==> config.mk <==
export PLATFORM = sky130hd
export DESIGN_NAME = uart_cmd_parser
export DESIGN_NICKNAME = d
export VERILOG_FILES = /design/src/rtl/uart_cmd_parser.sv
export SDC_FILE = /design/constraint.sdc
export NUM_CORES = 1
export LEC_CHECK = 0
export CAP_MARGIN = 20
export CORE_MARGIN = 3
export CORE_UTILIZATION = 35
export DETAILED_ROUTE_END_ITERATION = 10
export PLACE_DENSITY = 0.56
export SLEW_MARGIN = 5
export SYNTH_ARGS = -nofsm -noshare
export SYNTH_HDL_FRONTEND = slang
export SYNTH_SLANG_ARGS = --single-unit
==> constraint.sdc <==
create_clock -name clk -period 3.3 [get_ports clk]
set_input_delay 0.66 -clock clk [delete_from_list [all_inputs] [get_ports clk]]
set_output_delay 0.66 -clock clk [all_outputs]
set_load 0.05 [all_outputs]
==> src/rtl/uart_cmd_parser.sv <==
// ASCII-hex command parser: buffers UART bytes in a small FIFO and turns
// "w<addr> <d>..." / "r<addr> <len>" lines into write/read requests.
module uart_cmd_parser #(
  parameter int ADDR_W     = 32,
  parameter int DATA_W     = 32,
  parameter int LEN_W      = 8,
  parameter int FIFO_DEPTH = 16
) (
  input  logic              clk,
  input  logic              rstn,
  input  logic              rx_valid,
  input  logic [7:0]        rx_data,
  output logic              wr_valid,
  input  logic              wr_ready,
  output logic [ADDR_W-1:0] wr_addr,
  output logic [DATA_W-1:0] wr_data,
  output logic              rd_valid,
  input  logic              rd_ready,
  output logic [ADDR_W-1:0] rd_addr,
  output logic [LEN_W-1:0]  rd_len,
  output logic              err,
  output logic              ovf
);

  localparam int PTR_W = $clog2(FIFO_DEPTH);

  typedef enum logic [2:0] {
    IDLE, ADDR, DATA, LEN, ISSUE_WR, ISSUE_RD, SKIP
  } state_t;

  logic [7:0]        fifo_mem [FIFO_DEPTH];
  logic [PTR_W:0]    wptr_reg, rptr_reg;
  logic              fifo_full, fifo_empty, push, drop, pop;
  logic [7:0]        head, lc;
  logic              is_digit, is_af, is_hex, is_space, is_eol;
  logic [3:0]        nibble;

  state_t            state_reg, state_next;
  logic [ADDR_W-1:0] addr_reg, addr_next;
  logic [DATA_W-1:0] data_reg, data_next;
  logic [LEN_W-1:0]  len_reg, len_next;
  logic              is_wr_reg, is_wr_next;
  logic              has_digit_reg, has_digit_next;
  logic              eol_reg, eol_next;
  logic              wr_valid_reg, wr_valid_next;
  logic              rd_valid_reg, rd_valid_next;
  logic              err_reg, err_next;
  logic              ovf_reg, abort_reg;
  logic              fault;

  // Extra pointer MSB distinguishes full from empty when the indices match.
  assign fifo_empty = (wptr_reg == rptr_reg);
  assign fifo_full  = (wptr_reg[PTR_W] != rptr_reg[PTR_W]) &&
                      (wptr_reg[PTR_W-1:0] == rptr_reg[PTR_W-1:0]);
  assign push = rx_valid && !fifo_full;
  assign drop = rx_valid && fifo_full;
  assign head = fifo_mem[rptr_reg[PTR_W-1:0]];

  // Folding bit 5 makes letters case-insensitive; only letter compares use lc.
  assign lc       = head | 8'h20;
  assign is_digit = (head >= 8'h30) && (head <= 8'h39);
  assign is_af    = (lc >= 8'h61) && (lc <= 8'h66);
  assign is_hex   = is_digit || is_af;
  assign is_space = (head == 8'h20);
  assign is_eol   = (head == 8'h0D) || (head == 8'h0A);
  assign nibble   = is_digit ? head[3:0] : head[3:0] + 4'd9;

  always_ff @(posedge clk) begin
    if (push) fifo_mem[wptr_reg[PTR_W-1:0]] <= rx_data;
  end

  always_comb begin
    state_next     = state_reg;
    addr_next      = addr_reg;
    data_next      = data_reg;
    len_next       = len_reg;
    is_wr_next     = is_wr_reg;
    has_digit_next = has_digit_reg;
    eol_next       = eol_reg;
    wr_valid_next  = wr_valid_reg;
    rd_valid_next  = rd_valid_reg;
    err_next       = 1'b0;
    fault          = 1'b0;
    pop            = 1'b0;
    case (state_reg)
      ISSUE_WR: if (wr_ready) begin
        wr_valid_next  = 1'b0;
        addr_next      = addr_reg + ADDR_W'(1);
        data_next      = '0;
        has_digit_next = 1'b0;
        state_next     = eol_reg ? IDLE : DATA;
      end
      ISSUE_RD: if (rd_ready) begin
        rd_valid_next = 1'b0;
        state_next    = IDLE;
      end
      default: if (!fifo_empty) begin
        pop = 1'b1;
        if (abort_reg) begin
          // A dropped byte corrupted the current command; SKIP already reported it.
          err_next   = (state_reg != SKIP);
          state_next = is_eol ? IDLE : SKIP;
        end else begin
          case (state_reg)
            IDLE: begin
              if (lc == 8'h77 || lc == 8'h72) begin
                state_next     = ADDR;
                is_wr_next     = (lc == 8'h77);
                addr_next      = '0;
                data_next      = '0;
                len_next       = '0;
                has_digit_next = 1'b0;
              end else if (!is_space && !is_eol) begin
                fault = 1'b1;
              end
            end
            ADDR: begin
              if (is_hex) begin
                addr_next      = {addr_reg[ADDR_W-5:0], nibble};
                has_digit_next = 1'b1;
              end else if (is_space) begin
                if (has_digit_reg) begin
                  has_digit_next = 1'b0;
                  state_next     = is_wr_reg ? DATA : LEN;
                end
              end else if (is_eol) begin
                err_next   = 1'b1;
                state_next = IDLE;
              end else begin
                fault = 1'b1;
              end
            end
            DATA: begin
              if (is_hex) begin
                data_next      = {data_reg[DATA_W-5:0], nibble};
                has_digit_next = 1'b1;
              end else if (is_space || is_eol) begin
                if (has_digit_reg) begin
                  wr_valid_next = 1'b1;
                  eol_next      = is_eol;
                  state_next    = ISSUE_WR;
                end else if (is_eol) begin
                  state_next = IDLE;
                end
              end else begin
                fault = 1'b1;
              end
            end
            LEN: begin
              if (is_hex) begin
                len_next       = {len_reg[LEN_W-5:0], nibble};
                has_digit_next = 1'b1;
              end else if (is_eol) begin
                if (has_digit_reg && len_reg != '0) begin
                  rd_valid_next = 1'b1;
                  state_next    = ISSUE_RD;
                end else begin
                  err_next   = 1'b1;
                  state_next = IDLE;
                end
              end else begin
                fault = 1'b1;
              end
            end
            SKIP: if (is_eol) state_next = IDLE;
            default: state_next = IDLE;
          endcase
        end
      end
    endcase
    if (fault) begin
      err_next   = 1'b1;
      state_next = SKIP;
    end
  end

  always_ff @(posedge clk) begin
    if (!rstn) begin
      state_reg     <= IDLE;
      addr_reg      <= '0;
      data_reg      <= '0;
      len_reg       <= '0;
      is_wr_reg     <= 1'b0;
      has_digit_reg <= 1'b0;
      eol_reg       <= 1'b0;
      wr_valid_reg  <= 1'b0;
      rd_valid_reg  <= 1'b0;
      err_reg       <= 1'b0;
      ovf_reg       <= 1'b0;
      abort_reg     <= 1'b0;
      wptr_reg      <= '0;
      rptr_reg      <= '0;
    end else begin
      state_reg     <= state_next;
      addr_reg      <= addr_next;
      data_reg      <= data_next;
      len_reg       <= len_next;
      is_wr_reg     <= is_wr_next;
      has_digit_reg <= has_digit_next;
      eol_reg       <= eol_next;
      wr_valid_reg  <= wr_valid_next;
      rd_valid_reg  <= rd_valid_next;
      err_reg       <= err_next;
      if (push) wptr_reg <= wptr_reg + (PTR_W+1)'(1);
      if (pop)  rptr_reg <= rptr_reg + (PTR_W+1)'(1);
      if (drop) begin
        ovf_reg   <= 1'b1;
        abort_reg <= 1'b1;
      end else if (pop) begin
        abort_reg <= 1'b0;
      end
    end
  end

  assign wr_valid = wr_valid_reg;
  assign wr_addr  = addr_reg;
  assign wr_data  = data_reg;
  assign rd_valid = rd_valid_reg;
  assign rd_addr  = addr_reg;
  assign rd_len   = len_reg;
  assign err      = err_reg;
  assign ovf      = ovf_reg;

endmodule

==> metrics.md <==
| Metric | Value |
|---|---|
| Vias per inst | roughly 5.3 |
| Crit path DAT | 3.61 ns |
| CTS H-Tree Depth | 1 |
| Least-Margin Pin Slew | just over 0.9 ns |
| CTS clk-pin slew, worst paths | 0.06 ns |
| DR WL/cell | 18.39 µm |
| Relative slew slack | roughly two fifths |
| Max Fclk | 313.5 MHz |
| Detailed Place HPWL | roughly 18 mm |
| Layout cells sized above 1 | between 10% and 20% |
| Post-synth EDFFs | 128 |
| Clock power share | 30.7% |
| Static Leak | 4.545 nW |
| Initial antenna violation count | 0 |
| Pwr/cell area | between 700 and 800 nW/µm² |
| Die Span X | 179.2 µm |
| Pre-CTS WS | -0.02108 ns |
| Final Hold Viols | 0 |
| Die height | 179.2 µm |
| Max VDD drop | 0.4440 mV |
| Via count of the routed design | a little under 8k |
| Crit-path max FO | 6 |
| Tcrit/Tclk final | 96.65% |
| Clk Latency, worst-skew pair | 0.55 ns |
| Int Pwr | ~0.0068 W |
| Max-cap check violation count | 0 |
| Synth Flop Type | edfxtp_1 |
| I/O Buffers | 120 |
| Flops & latches, synth | 225 |
| Hold-fix buffers at CTS | 0 |
| Critical path data required time | 3.72 ns |
| WS Path Type | reg2reg |
| Combinational power share | between 30% and 40% |
| Crit. End Element | flop |
| Setup crit start kind | flop |
| RSZ-0062 raised after global routing | true |
| Synth-to-Final Area Change | 29.12% |
| Sequential share of the synthesized area | about 55% |
| Final WL | between 20 and 30 mm |
| Most used cell along the critical path | buf_12 |
| Largest net degree at the start of global routing | 94 |
| Seq. cell area | 5791 µm² |
| Net Sw Frac | 34.95% |
| Critical Path, Cell by Cell | buf_12 -> mux4_2 -> a22oi_2 -> nand3_2 -> inv_2 -> ha_1 -> nor2b_1 -> o21ai_1 -> and4_4 -> buf_12 -> nor2_2 -> a2bb2oi_1 -> or3_1 -> and3_1 |
| Yosys warning count | 0 |
| Syn Inst Count | 934 |
| Clock tree buffer depth | 3 |
| Final setup viols | 0 |
| Power Total | approximately 0.010 W |
| Number of global-route vias before repair | approximately 7.4k |
| Max-slew violations | 0 |
| # rows | 62 |
| Hold Crit Class | reg2reg |
| Clk root buf | clkbuf_16 |
| Count of cell types in the netlist | 75 |
| Tmin final | 3.190 ns |
| Ports | 121 |
| NetSw | 0.003643 W |
| Mapped Area | 10500 µm² |
| Largest register FFs | 128 |
| Area of the multi-input gates | 4228 µm² |
| Post-synth net total | 958 |
| Critical path's largest stage delay | 0.51 ns |
| Total GRT Usage | 16.27% |
| Die area | roughly 32000 µm² |
| Ant. Diodes | 0 |
| Worst Slack Setup Final | 0.1105 ns |
| CTS tree | built |
| CP max stage cell | mux4_2 |
| Core Area | 29170 µm² |
| Clock skew | 0.03343 ns |
| Ys async rst share | 0% |
| ANT nets after route | 0 |
| Grt ovf | 0 |
| Syn avg cell area | 11.24 µm² |
| Starting density of the core | 36.00% |
| Number of buffers created by CTS | 26 |
| DRT iter0 DRCs | 534 |
| First-pass GRT wire length | 41.55 mm |
| CTS sink count | approximately 230 |
| Seq pwr share | 31.6% |
| DR pass1 iterations | 5 |
| Outcome | complete, no violations |
| Final GP Congestion | 0.8298 |
| Fillers | 2697 |
| Residual DRC | 0 |
| Fin nets | 1102 |
per-stage QoR:
| stage | instances | TNS, ns | utilization [%] | cell area (µm²) | hold WS [ns] |
|---|---|---|---|---|---|
| 4_1_cts | 1469 | 0 | 45.56 | 13290 | 0.4605 |
| 2_1_floorplan | 934 | 0 | - | 10500 | 0.4642 |
| 6_report | 1482 | 0 | 46.49 | 13560 | 0.4544 |
| 3_3_place_gp | 1421 | 0 | 42.19 | 12310 | 0.4435 |
| 5_1_grt | 1482 | -0.6398 | 46.49 | 13560 | 0.4732 |
| 3_5_place_dp | 1421 | -0.03467 | 42.19 | 12310 | 0.4527 |
power by group through the flow:
stage / logic, W / clock network [W] / registers, W
floorplan: 0.00228 / 0 / 0.00352
global placement: 0.00355 / 0 / 0.00335
detailed placement: 0.00357 / 0 / 0.00335
CTS: 0.00359 / 0.00327 / 0.00329
global route: 0.00423 / 0.00339 / 0.00332
finish: 0.00393 / 0.00320 / 0.00329
area by class of cell:
type / count / area share (%)
Sequential cell: 225 / 42.71
Multi-Input combinational cell: 603 / 31.18
Timing Repair Buffer: 208 / 15.04
Clock buffer: 30 / 4.983
Tap cell: 384 / 3.543
Clock inverter: 18 / 2.159
Inverter: 14 / 0.3876
critical path, delay by kind of cell, from the launching register on:
kind / cells / cell delay (ns)
AO/OA/AOI/OAI: 3 / 0.37
adder cells (fa/ha/maj): 1 / 0.16
buffers and inverters: 3 / 0.35
flip-flops: 1 / 0.41
multiplexers: 1 / 0.51
AND/OR/NAND/NOR: 6 / 1.25
worst paths after layout:
kind | from | to | slack (ns) | depth (start not counted)
worst min register to register | wr_data[28]$_SDFFE_PN0P_ | wr_data[28]$_SDFFE_PN0P_ | 0.45 | 2
worst max register to register | flop | state_reg[0]$_SDFFE_PP0P_ | 0.11 | 14
worst max-delay path | flop | state_reg[0]$_SDFFE_PP0P_ | 0.11 | 14
worst min-delay path | wr_data[28]$_SDFFE_PN0P_ | wr_data[28]$_SDFFE_PN0P_ | 0.45 | 2
cell families after synthesis:
logic type               share of synthesized area, %
adder cells (fa/ha/maj)                         1.406
flip-flops                                      55.09
XOR/XNOR                                        1.835
AND/OR/NAND/NOR                                 16.00
multiplexers                                    8.876
AO/OA/AOI/OAI                                   11.12
buffers and inverters                           5.671
Yosys cell counts (all sizes together), types with 2 or more instances:
| master | instances | area (µm²) |
|---|---|---|
| clkbuf | 41 | 157.6 |
| or3 | 5 | 31.28 |
| buf | 51 | 385.4 |
| nand4 | 44 | 275.3 |
| o21ai | 51 | 262.8 |
| a22oi | 6 | 45.04 |
| a31oi | 4 | 25.02 |
| xnor2 | 12 | 105.1 |
| nand2b | 7 | 43.79 |
| a211oi | 10 | 110.1 |
| nor4 | 7 | 58.81 |
| nor3b | 2 | 15.01 |
| and2 | 5 | 31.28 |
| nor3 | 28 | 140.1 |
| o32a | 2 | 20.02 |
| nor2b | 9 | 56.30 |
| clkinv | 2 | 7.510 |
| and3 | 9 | 56.30 |
| inv | 12 | 45.04 |
| mux2 | 4 | 48.79 |
| edfxtp | 128 | 3844 |
| a22o | 3 | 26.28 |
| dfxtp | 97 | 1942 |
| a21oi | 40 | 222.7 |
| o211ai | 8 | 60.06 |
| a221oi | 9 | 78.83 |
| mux4 | 30 | 690.7 |
| or2 | 3 | 18.77 |
| nand3b | 2 | 27.53 |
| a21o | 4 | 31.28 |
| o31ai | 5 | 37.54 |
| a2bb2oi | 2 | 17.52 |
| a32o | 2 | 20.02 |
| nor2 | 69 | 259.0 |
| nand3 | 36 | 180.2 |
| ha | 11 | 137.6 |
| xor2 | 10 | 87.58 |
| and4 | 4 | 35.03 |
| nand2 | 114 | 427.9 |
| mux2i | 18 | 192.7 |
| o32ai | 5 | 51.30 |
| o22ai | 8 | 50.05 |
timing repair:
action,in CTS,in global routing
pin swaps,1,12
cloned,0,2
buffers inserted,0,11
setup endpoints to repair,53,77
gates resized for setup,6,36
per-layer routing:
metal	share of wire, %	track usage [%]
met3	5.8	2.351
met4	2.1	4.059
met5	0	0
met2	48	26.51
met1	45	22.92
cells in the final DEF (no fill, tap or decap), types with 28 or more instances in the layout:
cell type        synthesis  routed
a21oi_1                 38      38
buf_4                   39      71
clkbuf_16                0      28
clkdlybuf4s50_1          0     119
dfxtp_1                 97      95
edfxtp_1               128     128
nand2_1                114     113
nand3_1                 36      30
nand4_1                 44      44
nor2_1                  69      67
o21ai_0                 48      46
Note: power is estimated with default switching activity, not from simulation.
